$ cat src/rtl/branch_history_table_2bit.sv
// branch_history_table_2bit: untagged table of 2-bit counters that predicts branch direction.
// Lookup is combinational. Updates commit through a one-entry S1 register. A flush clears the table one entry per cycle.
module branch_history_table_2bit #(
  parameter int unsigned NR_ENTRIES = 64,
  parameter int unsigned VLEN       = 64
) (
  input  logic            clk_i,
  input  logic            rst_ni,
  input  logic            flush_i,
  input  logic            debug_mode_i,
  input  logic [VLEN-1:0] vpc_i,
  input  logic            upd_valid_i,
  input  logic            upd_is_branch_i,
  input  logic [VLEN-1:0] upd_pc_i,
  input  logic            upd_taken_i,
  output logic            bht_valid_o,
  output logic            bht_taken_o,
  output logic            ready_o
);
  localparam int unsigned IDX_W = $clog2(NR_ENTRIES);
  localparam logic [IDX_W:0] SWEEP_LAST = (IDX_W+1)'(NR_ENTRIES - 1);
  typedef enum logic {READY, SWEEP} state_e;
  state_e               state_q, state_d;
  logic [IDX_W:0]       sweep_cnt_q, sweep_cnt_d;
  logic [NR_ENTRIES-1:0] valid_q;
  logic [1:0]           cnt_q [NR_ENTRIES];
  logic                 s1_valid_q, s1_taken_q;
  logic [IDX_W-1:0]     s1_idx_q;
  logic [IDX_W-1:0]     look_idx, sweep_idx;
  logic                 s1_capture, s2_we, old_valid;
  logic [1:0]           old_cnt, new_cnt;
  logic                 unused_pc_bits;
  // Only pc[IDX_W:1] selects an entry. The remaining PC bits are not used.
  assign unused_pc_bits = ^{vpc_i[VLEN-1:IDX_W+1], vpc_i[0], upd_pc_i[VLEN-1:IDX_W+1], upd_pc_i[0]};
  assign look_idx    = vpc_i[IDX_W:1];
  assign sweep_idx   = sweep_cnt_q[IDX_W-1:0];
  assign ready_o     = state_q == READY;
  assign bht_valid_o = ready_o & valid_q[look_idx];
  assign bht_taken_o = bht_valid_o & cnt_q[look_idx][1];
  assign s1_capture  = upd_valid_i & upd_is_branch_i & ~debug_mode_i & ready_o & ~flush_i;
  assign s2_we       = s1_valid_q & ~flush_i;
  assign old_valid   = valid_q[s1_idx_q];
  assign old_cnt     = cnt_q[s1_idx_q];
  always_comb begin
    new_cnt = !old_valid ? (s1_taken_q ? 2'd2 : 2'd1)
            : s1_taken_q ? (old_cnt == 2'd3 ? 2'd3 : old_cnt + 2'd1)
            : (old_cnt == 2'd0 ? 2'd0 : old_cnt - 2'd1);
  end
  always_comb begin
    state_d     = state_q;
    sweep_cnt_d = sweep_cnt_q;
    if (flush_i) begin
      state_d     = SWEEP;
      sweep_cnt_d = '0;
    end else if (state_q == SWEEP) begin
      state_d     = sweep_cnt_q == SWEEP_LAST ? READY : SWEEP;
      sweep_cnt_d = sweep_cnt_q == SWEEP_LAST ? '0 : sweep_cnt_q + 1'b1;
    end
  end
  always_ff @(posedge clk_i or negedge rst_ni) begin
    if (!rst_ni) begin
      state_q     <= READY;
      sweep_cnt_q <= '0;
      s1_valid_q  <= 1'b0;
      s1_taken_q  <= 1'b0;
      s1_idx_q    <= '0;
    end else begin
      state_q     <= state_d;
      sweep_cnt_q <= sweep_cnt_d;
      s1_valid_q  <= s1_capture;
      s1_taken_q  <= upd_taken_i;
      s1_idx_q    <= upd_pc_i[IDX_W:1];
    end
  end
  // In this write port a sweep clear has priority over a training write to the same entry.
  always_ff @(posedge clk_i or negedge rst_ni) begin
    if (!rst_ni) begin
      valid_q <= '0;
      for (int i = 0; i < NR_ENTRIES; i++) cnt_q[i] <= 2'd1;
    end else begin
      for (int i = 0; i < NR_ENTRIES; i++) begin
        if (state_q == SWEEP && sweep_idx == IDX_W'(i)) begin
          valid_q[i] <= 1'b0;
          cnt_q[i]   <= 2'd1;
        end else if (s2_we && s1_idx_q == IDX_W'(i)) begin
          valid_q[i] <= 1'b1;
          cnt_q[i]   <= new_cnt;
        end
      end
    end
  end
endmodule

$ cat config.mk
export PLATFORM = sky130hd
export DESIGN_NAME = branch_history_table_2bit
export DESIGN_NICKNAME = d
export VERILOG_FILES = /design/src/rtl/branch_history_table_2bit.sv
export SDC_FILE = /design/constraint.sdc
export NUM_CORES = 1
export LEC_CHECK = 0
export ABC_CLOCK_PERIOD_IN_PS = 2700
export CAP_MARGIN = 20
export CORE_ASPECT_RATIO = 0.5
export CORE_MARGIN = 2
export CORE_UTILIZATION = 51
export DETAILED_ROUTE_END_ITERATION = 10
export GPL_ROUTABILITY_DRIVEN = 0
export PLACE_DENSITY = 0.77
export SLEW_MARGIN = 20
export SYNTH_ARGS = -nofsm -noshare
export SYNTH_HDL_FRONTEND = slang
export SYNTH_SLANG_ARGS = --single-unit
$ cat constraint.sdc
create_clock -name clk_i -period 2.7 [get_ports clk_i]
set_input_delay 0.27 -clock clk_i [delete_from_list [all_inputs] [get_ports clk_i]]
set_output_delay 0.27 -clock clk_i [all_outputs]
set_load 0.005 [all_outputs]
==> results of run 1 <==
sequential cells by signal (all words and copies together) (netlist names):
signal       cells
s1_valid_q       1
cnt_q          128
s1_taken_q       1
sweep_cnt_q      7
state_q          1
s1_idx_q         6
valid_q         64
metrics by stage:
| stage | setup TNS [ns] | power, mW | hold slack (ns) | area [um2] | setup slack [ns] |
|---|---|---|---|---|---|
| 4_1_cts | -28.90 | 6.77 | 0.205 | 14200 | -0.360 |
| 3_3_place_gp | -42.12 | 3.80 | 0.322 | 13300 | -0.622 |
| 5_1_grt | -54.34 | 6.99 | 0.211 | 14400 | -0.481 |
| 2_1_floorplan | 0 | 3.51 | -0.0256 | 11500 | 0.00449 |
| 3_5_place_dp | -46.48 | 3.81 | 0.323 | 13300 | -0.637 |
| 6_report | -46.09 | 6.85 | 0.202 | 14400 | -0.416 |
final timing paths:
| check | startpoint | endpoint | slack [ns] | cells past startpoint |
|---|---|---|---|---|
| worst max-delay path | s1_idx_q[0]$_DFF_PN0_ | cnt_q[13]$_DFFE_PN0P_ | -0.42 | 11 |
| worst min-delay path | upd_pc_i[5] | s1_idx_q[4]$_DFF_PN0_ | 0.20 | 1 |
| worst max register to register | s1_idx_q[0]$_DFF_PN0_ | cnt_q[13]$_DFFE_PN0P_ | -0.42 | 11 |
| worst min register to register | cnt_q[36]$_DFFE_PN1P_ | cnt_q[36]$_DFFE_PN1P_ | 0.50 | 2 |
| max in group asynchronous | rst_ni | cnt_q[0]$_DFFE_PN1P_ | 1.52 | 3 |
| min in group asynchronous | rst_ni | valid_q[15]$_DFFE_PN0P_ | 0.30 | 2 |
layer usage:
metal,up-vias,share of wire [%]
met4,0,7.5
met1,5214,34
met5,-,0
met2,1045,42
met3,293,17
li1,4311,-
power by group:
group,switching [mW],internal (mW)
clock network,1.26,1.74
logic,0.402,0.262
registers,0.0343,3.16
total,1.69,5.15
final cells by class:
class	instances	area [um2]
multi-input combinational	798	5930
inverter	4	15.0
sequential	208	5290
clock buffer	32	607
tap	300	375
fill	1467	7480
timing repair buffer	223	2090
clock inverter	4	73.8
placed cells by master (no fill, tap or decap), types with 29 or more instances in the layout:
cell	instances
a21oi_1	75
a21oi_2	31
buf_4	169
dfrtp_1	142
dfstp_2	64
mux4_2	90
nand2_1	148
nor2_1	170
o21a_1	34
o21ai_0	39
o21ai_1	29
o22ai_1	30
critical path, stage by stage, from the launching register on:
cell       delay (ns)
dfrtp_4          0.50
buf_12           0.16
buf_12           0.12
mux4_2           0.54
a22oi_2          0.22
a21oi_2          0.11
or4_4            0.58
nor2b_4          0.16
o2bb2ai_4        0.15
buf_12           0.16
clkbuf_16        0.19
a21oi_2          0.08
synth_stat cells, types with 5 or more instances:
| master | instances |
|---|---|
| a21oi_1 | 86 |
| a21oi_2 | 21 |
| a22oi_1 | 25 |
| and3_1 | 7 |
| buf_1 | 6 |
| buf_2 | 6 |
| buf_4 | 6 |
| buf_6 | 10 |
| clkbuf_1 | 44 |
| dfrtp_1 | 144 |
| dfstp_2 | 64 |
| mux4_2 | 90 |
| nand2_1 | 148 |
| nand2b_1 | 8 |
| nand3_1 | 27 |
| nor2_1 | 170 |
| nor2b_1 | 9 |
| nor3_1 | 10 |
| o211ai_1 | 24 |
| o211ai_2 | 10 |
| o21a_1 | 34 |
| o21ai_0 | 42 |
| o21ai_1 | 27 |
| o22ai_1 | 30 |
| or2_2 | 5 |
cells by family after synthesis:
kind of cell,synth area share [%]
adder cells (fa/ha/maj),0.437
XOR/XNOR,0.153
flip-flops,46.1
AO/OA/AOI/OAI,17.1
multiplexers,17.9
buffers and inverters,3.58
AND/OR/NAND/NOR,14.7
what timing repair did:
item | CTS | global route
buffers inserted | 8 | 10
hold endpoints to repair | 57 | 0
pin swaps | 12 | 9
gates cloned | 1 | 1
gates resized for setup | 55 | 16
hold buffers | 1 | 0
endpoints found under the setup margin | 130 | 130
==> impl_metrics.py, run 1 <==
metrics = {
    "run_status": {
        "status": "complete, but fails checks",
        "violations": "setup timing",
    },
    "floorplanning": {
        "start_util_pct": 52.4,
        "ioPinCount": 138,
        "chipHeight_um": 110,
        "rows": 38,
        "die_x_um": 216,
        "design.core.area_um2": 21900,
        "die-area_um2": 23800,
    },
    "sta": {
        "rsz0062_at_grt": "yes",
        "hold_violations": 0,
        "worst_pin_slew_ns": 0.850,
        "final_max_slew_viol_count": 0,
        "max_freq_mhz": 321,
        "min_period_ns": 3.12,
        "finClkSkew_ns": 0.0124,
        "finalCritPeriodShare_pct": 115,
        "setup_ws_ns": -0.416,
        "slew_headroom_pct": 43.2,
        "setup_violations": 130,
    },
    "grt": {
        "grt_pass1_vias": 10872,
        "grt_max_degree": 74,
        "overflow": 0,
        "grt-busiest-layer": "met2",
        "grtUsageTotal_pct": 35.7,
        "grt_pass1_wl_mm": 63.0,
        "gr-usage-met2_pct": 53.3,
        "antenna_found_initial": 0,
        "use_met3_pct": 16.9,
        "grt_use_met1_pct": 43.2,
    },
    "yosys": {
        "netlist_area_um2": 11500,
        "synth_ff_type": "dfrtp_1",
        "synth_warnings": 0,
        "yosysTopAreaCellShare_pct": 31.5,
        "synth_edf_count": 0,
        "syn_avg_cell_area_um2": 10.6,
        "synth_area_leader_cell": "dfrtp_1",
        "syn_inst": 1084,
        "synthTopCellsByArea": "dfrtp_1 (31%), mux4_2 (18%), dfstp_2 (15%), nor2_1 (5.6%), nand2_1 (4.8%)",
        "ys_ff_latch": 208,
        "syn_nets": 1223,
        "synth_cell_types": 42,
        "async_flop_share_pct": 100,
        "synth_seq_area_share_pct": 46.1,
    },
    "clocking": {
        "cts_tree": "done",
        "insertion_delay_ns": 0.51,
        "root_buffer": "clkbuf_16",
        "path_clk_slew_ns": 0.07,
        "clock-sinks": 208,
        "cts-htree-levels": 1,
        "clk_path_buf_depth": 3,
        "cts_made_buffers": 20,
    },
    "final_layout": {
        "drive_gt1_share_pct": 36.9,
        "antenna_cells": 0,
        "final_nets": 1394,
        "area_growth_pct": 25.6,
        "finalNonFillerCells": 1569,
        "fin_util_pct": 65.8,
    },
    "setup_path": {
        "cp.required_ns": 3.07,
        "start_kind": "register",
        "crit_type": "register to register",
        "path_max_fanout": 9,
        "arrival_ns": 3.48,
        "endpoint_kind": "register",
    },
    "route": {
        "final_antenna_net_count": 0,
        "drc": 0,
        "dr_total_vias": 10863,
        "drtIter0Drc": 1842,
        "routedWlPerCell_um": 26.8,
        "drtPass1Iterations": 8,
        "drt_wl_total_mm": 42.1,
        "vias_per_cell": 6.92,
    },
    "placement": {
        "placement.io_buffers": 21,
        "hpwlAfterDp_mm": 28.6,
        "dp.cells": 1515,
    },
    "power": {
        "powerDensity_nw_per_um2": 476,
        "leakage_nw": 6.03,
        "irDropWorstVdd_uv": 406,
    },
    "flow_run": {
        "maxCapViolCount": 0,
    },
    "min_path": {
        "hold_class": "primary input to register",
    },
}
Note: power is estimated with default switching activity, not from simulation.
==> inputs of run 2 (changes only) <==
--- a/config.mk
+++ b/config.mk
@@ -6,7 +6,6 @@
 export NUM_CORES = 1
 export LEC_CHECK = 0
 export ABC_CLOCK_PERIOD_IN_PS = 2700
-export CAP_MARGIN = 20
 export CORE_ASPECT_RATIO = 0.5
 export CORE_MARGIN = 2
 export CORE_UTILIZATION = 51
==> results of run 2 <==
Final layout, timing and power as in run 1 (identical DEF).
